`config.mk`:
```
export PLATFORM = sky130hd
export DESIGN_NAME = conv_window_sequencer
export DESIGN_NICKNAME = d
export VERILOG_FILES = /design/src/rtl/conv_pkg.sv /design/src/rtl/conv_window_sequencer_pos.sv /design/src/rtl/conv_window_sequencer.sv
export SDC_FILE = /design/constraint.sdc
export NUM_CORES = 1
export LEC_CHECK = 0
export ABC_AREA = 1
export CAP_MARGIN = 20
export CORE_UTILIZATION = 45
export DETAILED_ROUTE_END_ITERATION = 10
export HOLD_SLACK_MARGIN = 0.08
export PLACE_DENSITY_LB_ADDON = 0.1
export SLEW_MARGIN = 15
export SYNTH_ARGS = -nofsm -noshare
export SYNTH_HDL_FRONTEND = slang
export SYNTH_SLANG_ARGS = --single-unit
```
`constraint.sdc`:
```
create_clock -name clock -period 13.7 [get_ports clock]
set_input_delay 3.425 -clock clock [delete_from_list [all_inputs] [get_ports clock]]
set_output_delay 3.425 -clock clock [all_outputs]
set_load 0.005 [all_outputs]
```
`src/rtl/conv_pkg.sv`:
```
// Shared types and size helpers for the convolution window sequencer.
package conv_pkg;

  typedef enum logic [2:0] {
    IDLE,
    FULL_FETCH,
    COL_FETCH,
    DRAIN,
    PRESENT,
    DONE
  } seq_state_t;

  function automatic int unsigned calc_out(input int unsigned size, input int unsigned ksize);
    return size - ksize + 1;
  endfunction

  function automatic int unsigned calc_addr_w(input int unsigned size);
    return (size * size <= 2) ? 1 : $clog2(size * size);
  endfunction

  function automatic int unsigned calc_idx_w(input int unsigned out);
    return (out <= 2) ? 1 : $clog2(out);
  endfunction

  // Row-major pixel address inside the image memory.
  function automatic int unsigned pixel_addr(input int unsigned row, input int unsigned col,
                                             input int unsigned size);
    return row * size + col;
  endfunction

endpackage

```
`src/rtl/conv_window_sequencer_pos.sv`:
```
// Output-position counter: row-major walk over OUT x OUT window positions.
module win_pos_counter #(
  parameter int unsigned OUT   = 5,
  parameter int unsigned IDX_W = 3
) (
  input  logic             clock,
  input  logic             nreset,
  input  logic             i_clear,
  input  logic             i_step,
  output logic [IDX_W-1:0] o_row,
  output logic [IDX_W-1:0] o_col,
  output logic             o_last_col_c,
  output logic             o_last_pos_c
);

  logic [IDX_W-1:0] r_row;
  logic [IDX_W-1:0] r_col;

  always_comb begin
    o_row        = r_row;
    o_col        = r_col;
    o_last_col_c = (r_col == IDX_W'(OUT - 1));
    o_last_pos_c = o_last_col_c && (r_row == IDX_W'(OUT - 1));
  end

  always_ff @(posedge clock or negedge nreset) begin
    if (!nreset) begin
      r_row <= '0;
      r_col <= '0;
    end else if (i_clear) begin
      r_row <= '0;
      r_col <= '0;
    end else if (i_step) begin
      if (o_last_col_c) begin
        r_row <= r_row + IDX_W'(1);
        r_col <= '0;
      end else begin
        r_col <= r_col + IDX_W'(1);
      end
    end
  end

endmodule

```
`src/rtl/conv_window_sequencer.sv`:
```
// Fetches KSIZE x KSIZE pixel windows from a sync memory and hands them to the
// conv datapath over valid/ready; horizontal slides fetch only the new column.
module conv_window_sequencer
  import conv_pkg::*;
#(
  parameter int unsigned SIZE      = 7,
  parameter int unsigned KSIZE     = 3,
  parameter int unsigned WIDTH_BIT = 8,
  localparam int unsigned OUT      = calc_out(SIZE, KSIZE),
  localparam int unsigned ADDR_W   = calc_addr_w(SIZE),
  localparam int unsigned IDX_W    = calc_idx_w(OUT)
) (
  input  logic                             clock,
  input  logic                             nreset,
  input  logic                             start,
  output logic                             busy,
  output logic                             done,
  output logic                             rd_en,
  output logic [ADDR_W-1:0]                rd_addr,
  input  logic [WIDTH_BIT-1:0]             rd_data,
  output logic                             win_valid,
  input  logic                             win_ready,
  output logic [KSIZE*KSIZE*WIDTH_BIT-1:0] win_data,
  output logic [IDX_W-1:0]                 win_row,
  output logic [IDX_W-1:0]                 win_col
);

  localparam int unsigned NWIN   = KSIZE * KSIZE;
  localparam int unsigned SLOT_W = (NWIN <= 2) ? 1 : $clog2(NWIN);
  localparam int unsigned OFF_W  = (KSIZE <= 2) ? 1 : $clog2(KSIZE);

  seq_state_t           r_state;
  logic                 r_busy, r_done, r_rd_en, r_win_valid, r_last_issued, r_cap_en;
  logic [ADDR_W-1:0]    r_rd_addr;
  logic [SLOT_W-1:0]    r_rd_slot, r_cap_slot;
  logic [OFF_W-1:0]     r_fr, r_fc;
  logic [WIDTH_BIT-1:0] r_win [NWIN];

  logic [IDX_W-1:0]  w_row, w_col, w_base_row, w_base_col;
  logic              w_last_col, w_last_pos;
  logic              w_hs, w_slide, w_row_chg, w_start, w_launch, w_col_mode, w_issue, w_last_issue;
  logic [OFF_W-1:0]  w_off_r, w_off_c, w_nfr, w_nfc;
  logic [ADDR_W-1:0] w_addr;
  logic [SLOT_W-1:0] w_slot;

  win_pos_counter #(.OUT(OUT), .IDX_W(IDX_W)) u_pos (
    .clock        (clock),
    .nreset       (nreset),
    .i_clear      (w_start),
    .i_step       (w_slide || w_row_chg),
    .o_row        (w_row),
    .o_col        (w_col),
    .o_last_col_c (w_last_col),
    .o_last_pos_c (w_last_pos)
  );

  // Launch edges issue their first read using the position the counter is about to take.
  always_comb begin
    w_hs       = (r_state == PRESENT) && win_ready;
    w_slide    = w_hs && !w_last_col;
    w_row_chg  = w_hs && w_last_col && !w_last_pos;
    w_start    = (r_state == IDLE) && start;
    w_launch   = w_start || w_slide || w_row_chg;
    w_col_mode = w_launch ? w_slide : (r_state == COL_FETCH);
    w_issue    = w_launch ||
                 (((r_state == FULL_FETCH) || (r_state == COL_FETCH)) && !r_last_issued);
    w_off_r    = w_launch ? '0 : r_fr;
    w_off_c    = w_launch ? (w_slide ? OFF_W'(KSIZE - 1) : '0) : r_fc;
    w_base_row = w_row;
    w_base_col = w_col;
    if (r_state == IDLE) begin
      w_base_row = '0;
      w_base_col = '0;
    end else if (w_row_chg) begin
      w_base_row = w_row + IDX_W'(1);
      w_base_col = '0;
    end else if (w_slide) begin
      w_base_col = w_col + IDX_W'(1);
    end
    w_last_issue = (w_off_r == OFF_W'(KSIZE - 1)) &&
                   (w_col_mode || (w_off_c == OFF_W'(KSIZE - 1)));
    if (w_col_mode || (w_off_c == OFF_W'(KSIZE - 1))) begin
      w_nfr = w_off_r + OFF_W'(1);
      w_nfc = w_col_mode ? OFF_W'(KSIZE - 1) : '0;
    end else begin
      w_nfr = w_off_r;
      w_nfc = w_off_c + OFF_W'(1);
    end
    w_addr = ADDR_W'(pixel_addr(32'(w_base_row) + 32'(w_off_r),
                                32'(w_base_col) + 32'(w_off_c), SIZE));
    w_slot = SLOT_W'(32'(w_off_r) * KSIZE + 32'(w_off_c));
  end

  always_ff @(posedge clock or negedge nreset) begin
    if (!nreset) begin
      r_state       <= IDLE;
      r_busy        <= 1'b0;
      r_done        <= 1'b0;
      r_rd_en       <= 1'b0;
      r_rd_addr     <= '0;
      r_rd_slot     <= '0;
      r_cap_en      <= 1'b0;
      r_cap_slot    <= '0;
      r_fr          <= '0;
      r_fc          <= '0;
      r_last_issued <= 1'b0;
      r_win_valid   <= 1'b0;
      for (int unsigned i = 0; i < NWIN; i++) r_win[SLOT_W'(i)] <= '0;
    end else begin
      // Read data lands one cycle after the strobe; the slot tag follows it.
      r_cap_en   <= r_rd_en;
      r_cap_slot <= r_rd_slot;
      if (r_cap_en) r_win[r_cap_slot] <= rd_data;

      if (w_issue) begin
        r_rd_en       <= 1'b1;
        r_rd_addr     <= w_addr;
        r_rd_slot     <= w_slot;
        r_fr          <= w_nfr;
        r_fc          <= w_nfc;
        r_last_issued <= w_last_issue;
      end else begin
        r_rd_en   <= 1'b0;
        r_rd_addr <= '0;
      end

      if (w_slide) begin
        for (int unsigned r = 0; r < KSIZE; r++)
          for (int unsigned c = 0; c + 1 < KSIZE; c++)
            r_win[SLOT_W'(r * KSIZE + c)] <= r_win[SLOT_W'(r * KSIZE + c + 1)];
      end

      case (r_state)
        IDLE: if (start) begin
          r_state <= FULL_FETCH;
          r_busy  <= 1'b1;
        end
        FULL_FETCH, COL_FETCH: if (r_last_issued) r_state <= DRAIN;
        DRAIN: begin
          r_state     <= PRESENT;
          r_win_valid <= 1'b1;
        end
        PRESENT: if (win_ready) begin
          r_win_valid <= 1'b0;
          if (w_last_pos) begin
            r_state <= DONE;
            r_done  <= 1'b1;
          end else if (w_last_col) begin
            r_state <= FULL_FETCH;
          end else begin
            r_state <= COL_FETCH;
          end
        end
        DONE: begin
          r_done  <= 1'b0;
          r_busy  <= 1'b0;
          r_state <= IDLE;
        end
        default: r_state <= IDLE;
      endcase
    end
  end

  always_comb begin
    busy      = r_busy;
    done      = r_done;
    rd_en     = r_rd_en;
    rd_addr   = r_rd_addr;
    win_valid = r_win_valid;
    win_row   = w_row;
    win_col   = w_col;
    win_data  = '0;
    for (int unsigned i = 0; i < NWIN; i++)
      win_data[i*WIDTH_BIT +: WIDTH_BIT] = r_win[SLOT_W'(i)];
  end

endmodule

```
==> qor.csv, run 1 <==
metric;value;unit
cts_buffers;9;
ys_seq_elements;105;
io-pin-count;100;
first_global_vias;4364;
avgSynthCellArea;9.170;sq um
rows;40;
track_usage;22.11;%
placedCellCount;822;
drv_slew;0;
start_kind;input port;
crit_type;in2reg;
via_per_inst;5.291;
vias;4439;
grt_pass1_wl;21900;um
report.final.hold_viol_count;0;
power_density;245.3;nW/um^2
cts_sinks;105;
cp_num_buf_inv;7;
drt_iter0_drc;202;
final_cell_mix;dfrtp_1, nand2_1, inv_1;
core-area;11960;sq um
initial_utilization;46.15;%
cts.htree.levels;3;
ys_warn_count;0;
finalNetCount;727;
fin_crit_sh;54.80;%
ant_nets;0;
clock.fmax;0.1332;GHz
die_w;112.8;um
post-dp-hpwl;9755;um
slew_headroom;34.43;%
cts_max_path_buffers;2;
cp-end-kind;register;
routed_wl;13400;um
period_minus_slack;7.507;ns
synth_area;5520;sq um
crit_chain;clkdlybuf4s50_1 > inv_2 > a21oi_2 > nand3_4 > nand3_4 > inv_4 > nand2_1 > inv_1 > ha_1 > fa_1 > inv_1 > fa_1 > fa_1 > inv_1 > ha_1 > a21oi_1 > o21bai_1 > or2_2 > nand3_1 > inv_1;
min_path_type;reg2reg;
outcome;finished, final reports clean;
skew;0.007808;ns
cpPeakStageDelay;0.56;ns
first_pass_iters;4;
post_drt_wl_per_cell;15.97;um
maxCapViolations;0;
cts_root_buf;clkbuf_16;
clk_pin_slew_worst_paths;0.07;ns
path_max_fanout;10;
cts.repair.resized;0;
die-area;12710;sq um
synth_fp_nets;642;
p_leak;3.338;nW
crit_top_cell;inv_1;
clk_latency;0.34;ns
yosysSeqAreaShare;47.60;%
arrival;7.75;ns
finalSetupTns;0;ns
crit_family;adder cells;
syn_inst;602;
drc;0;
synth_cell_types;42;
syn_to_final_growth;24.43;%
p_total;1.685;mW
postCtsHoldBufs;0;
final_common_cell;dfrtp_1;
cts_tree;yes;
fp.dieH;112.8;um
port_buffers;99;
grt_setup_unrepaired;no;
setup-violations-final;0;
peakVddDrop;0.0001112;V
critPathRequiredTime;13.94;ns
grt_overflow;0;
slowest_stage;fa_1;
drive_above_1_share;9.249;%
worstMarginPinSlew;0.9781;ns
finalNonFillerCells;839;
grt_start_max_net_pins;110;
insertedDiodeCount;0;
antenna_found_initial;0;
postCtsSetupBuffers;0;
gp_congestion;0.8360;
through the flow:
| stage | hold slack, ns | setup slack (ns) | instance area, sq um | utilization (%) |
|---|---|---|---|---|
| 5_1_grt | 0.3892 | 5.888 | 6869 | 57.43 |
| 4_1_cts | 0.3803 | 6.189 | 6842 | 57.20 |
| 3_5_place_dp | 0.3603 | 5.827 | 6544 | 54.71 |
| 2_1_floorplan | 0.3540 | 6.619 | 5520 | - |
| 6_report | 0.3769 | 6.193 | 6869 | 57.43 |
| 3_3_place_gp | 0.3627 | 5.911 | 6544 | 54.71 |
cell type report:
| type | instances | area (sq um) |
|---|---|---|
| inverters | 104 | 395.4 |
| clock buffers | 11 | 242.7 |
| clock inverters | 5 | 55.05 |
| flip-flops and latches | 105 | 2628 |
| multi-input cells | 365 | 2333 |
| repair buffers | 102 | 1031 |
| fillers | 1089 | 5092 |
| well taps | 147 | 183.9 |
registers in the layout, summed over array words and instances (netlist names), 2 cells and up:
signal and cells:
r_cap_slot 4, r_fc 2, r_fr 2, r_rd_slot 4, r_state 3, rd_addr 6, u_pos.o_col 3, u_pos.o_row 3
win_data 72
power breakdown:
group | switching (mW) | internal (mW)
logic | 0.453 | 0.427
clock network | 0.112 | 0.146
registers | 0.0964 | 0.451
cell usage after synthesis, drive strengths merged:
cell type,number,area [sq um]
o221ai,8,70.07
a21oi,9,48.80
o31ai,1,7.510
nand3,90,475.5
fa,8,160.2
nand2,107,435.4
o2111ai,1,8.760
xor2,2,17.52
ha,20,250.2
o21bai,3,22.52
xnor2,2,17.52
a21o,1,7.510
a31oi,1,6.260
o22ai,1,6.260
nor3,4,30.03
o21ai,39,195.2
or2,6,37.53
dfrtp,105,2628
buf,24,148.9
nor2,16,75.07
clkbuf,4,15.01
o211ai,40,400.4
inv,104,395.4
xor3,1,23.77
a211oi,1,12.51
nand4,4,25.02
routing by layer:
metal	vias up	global-route usage, %	share of wire (%)
li1	2161	-	-
met1	2125	29.38	45
met2	129	36.71	48
met3	24	3.428	4.5
met4	0	8.267	2.3
met5	-	0	0
cells by family (layout without fill, tap and decap cells):
group / count (synthesis) / count (layout) / synth area share (%)
AOI/OAI and AO/OA: 105 / 105 / 14.23
xor gates and xnor gates: 5 / 5 / 1.065
adders and majority gates: 28 / 28 / 7.434
buffers and inverters: 132 / 222 / 10.13
DFF: 105 / 105 / 47.60
and+or+nand+nor: 227 / 227 / 19.54
final timing paths:
| kind | slack (ns) | endpoint | cells after the start | startpoint |
|---|---|---|---|---|
| min in group asynchronous | 3.10 | win_data[33]$_DFFE_PN0P_ | 1 | nreset |
| worst max register to register | 9.07 | rd_addr[4]$_DFF_PN0_ | 20 | u_pos.o_row[0]$_DFFE_PN0P_ |
| worst min register to register | 0.38 | r_cap_slot[2]$_DFF_PN0_ | 0 | r_rd_slot[2]$_DFFE_PN0P_ |
| worst max-delay path | 6.19 | rd_addr[4]$_DFF_PN0_ | 20 | win_ready |
| worst min-delay path | 0.38 | r_cap_slot[2]$_DFF_PN0_ | 0 | r_rd_slot[2]$_DFFE_PN0P_ |
| max in group asynchronous | 9.43 | r_cap_slot[1]$_DFF_PN0_ | 2 | nreset |
Power figures use the tool's default switching activity.
==> run 2: changes to the inputs <==
clock period = 6.8 ns   (was 13.7 ns; I/O delays follow)
==> run 2 against run 1 <==
  * First-iteration DRC count is 12% higher
  * Sequential share of layout area is 0.15 points lower
  * Design area is 0.40% higher
  * Register-to-register slack worse by 6.9 ns
  * Wire length is 2.0% lower
  * Critical path depth stayed put
  * Global-route usage is 0.072 points lower
  * Critical path type unchanged
  * Critical endpoint unchanged
  * Largest cell class unchanged
==> qor.csv, run 2 (synthesis gave the netlist of run 1 again) <==
metric;value;unit
min_path_type;reg2reg;
setup-violations-final;0;
final_common_cell;dfrtp_1;
drv_slew;0;
grt_overflow;0;
die_w;112.8;um
rows;40;
power_density;502.4;nW/um^2
cts_tree;yes;
largest_register_ff_count;72;
p_seq_share;31.6;%
grt_start_max_net_pins;107;
postCtsSetupBuffers;0;
io-pin-count;100;
crit_type;in2reg;
post-dp-hpwl;9671;um
cts_root_buf;clkbuf_16;
switching_share;38.28;%
clock.fmax;0.1725;GHz
cp-end-kind;register;
syn_to_final_growth;24.93;%
p_comb_share;51.1;%
ant_nets;0;
report.final.hold_viol_count;0;
slew_headroom;28.46;%
intPower;2.138;mW
first_pass_iters;4;
cts_sinks;105;
arrival;6.04;ns
p_switching;1.327;mW
first_global_vias;4437;
drc;0;
insertedDiodeCount;0;
period_minus_slack;5.797;ns
final_cell_mix;dfrtp_1, nand2_1, inv_1;
pwr-share-clk;17.2;%
clk_pin_slew_worst_paths;0.07;ns
fp.dieH;112.8;um
n_fill_cell;1050;
postCtsHoldBufs;0;
maxCapViolations;0;
grt_setup_unrepaired;no;
drive_above_1_share;9.249;%
port_buffers;99;
clk_latency;0.34;ns
antenna_found_initial;0;
start_kind;input port;
initial_utilization;46.15;%
cts_buffers;9;
cts.repair.resized;0;
post_drt_wl_per_cell;15.66;um
fin_crit_sh;85.25;%
critPathRequiredTime;7.05;ns
die-area;12710;sq um
peakVddDrop;0.0002561;V
outcome;finished, final reports clean;
skew;0.005848;ns
grt_pass1_wl;21960;um
p_leak;3.354;nW
gp_congestion;0.8447;
cts_max_path_buffers;2;
vias;4408;
routed_wl;13140;um
finalSetupTns;0;ns
via_per_inst;5.254;
cts.htree.levels;3;
drt_iter0_drc;227;
finalNetCount;727;
worstMarginPinSlew;1.073;ns
track_usage;22.03;%
fin_util;57.66;%
area.sequential;2628;sq um
path_max_fanout;10;
hold_ws;0.3789;ns
core-area;11960;sq um
multi_input_area;2333;sq um
[run 2: cell types whose count changed in the layout (fill, tap and decap cells not counted)]
cell / delta
buf_4: +1
bufinv_16: +2
clkinv_2: -1
clkinvlp_4: -1
buf_16: -1
[run 2: path summary, 6_finish.rpt]
kind / start / end / slack [ns] / cells after the start
worst max-delay path: win_ready / rd_addr[4]$_DFF_PN0_ / 1.00 / 20
worst min-delay path: r_rd_slot[3]$_DFFE_PN0P_ / r_cap_slot[3]$_DFF_PN0_ / 0.38 / 0
worst max register to register: u_pos.o_row[0]$_DFFE_PN0P_ / rd_addr[4]$_DFF_PN0_ / 2.15 / 20
worst min register to register: r_rd_slot[3]$_DFFE_PN0P_ / r_cap_slot[3]$_DFF_PN0_ / 0.38 / 0
max in group asynchronous: nreset / r_fr[0]$_DFFE_PN0P_ / 4.28 / 2
min in group asynchronous: nreset / win_data[25]$_DFFE_PN0P_ / 1.37 / 1
[run 2: final cells by class]
type                            instances  share of cell area (%)
Sequential cell                       105                   38.10
Multi-Input combinational cell        365                   33.84
Timing Repair Buffer                  102                   14.66
Inverter                              104                   5.733
Clock buffer                           11                   3.520
Tap cell                              147                   2.667
Clock inverter                          5                   1.488
[run 2: through the flow]
stage | setup WS (ns) | instances | total power [mW] | cell area [sq um]
2_1_floorplan | 1.444 | 602 | 2.157 | 5520
3_5_place_dp | 0.6514 | 823 | 2.897 | 6551
5_1_grt | 0.7663 | 839 | 3.783 | 6897
4_1_cts | 1.002 | 839 | 3.500 | 6897
6_report | 1.003 | 839 | 3.465 | 6897
3_3_place_gp | 0.7393 | 823 | 2.847 | 6551
[run 2: worst max-delay path, stage by stage]
cell             delay [ns]
clkdlybuf4s50_1        0.50
inv_2                  0.07
a21oi_2                0.17
nand3_4                0.16
nand3_4                0.14
inv_4                  0.08
nand2_1                0.15
inv_1                  0.10
ha_1                   0.24
fa_1                   0.57
inv_1                  0.10
fa_1                   0.51
fa_1                   0.52
inv_1                  0.04
ha_1                   0.35
a21oi_1                0.18
o21bai_1               0.10
or2_2                  0.28
nand3_1                0.08
inv_1                  0.04
[run 2: power groups by stage]
stage | Sequential, mW | Combinational, mW | Clock [mW]
finish | 1.10 | 1.77 | 0.597
floorplan | 1.08 | 1.07 | 0
global route | 1.13 | 2.02 | 0.630
CTS | 1.10 | 1.80 | 0.604
global placement | 1.10 | 1.74 | 0
detailed placement | 1.11 | 1.79 | 0
[run 2: metal layers]
layer	share of wire [%]	track usage, %	vias to the layer above
met5	0	0	-
met1	44	28.48	2119
met2	48	36.26	114
li1	-	-	2157
met4	2.2	9.689	0
met3	6.2	4.178	18
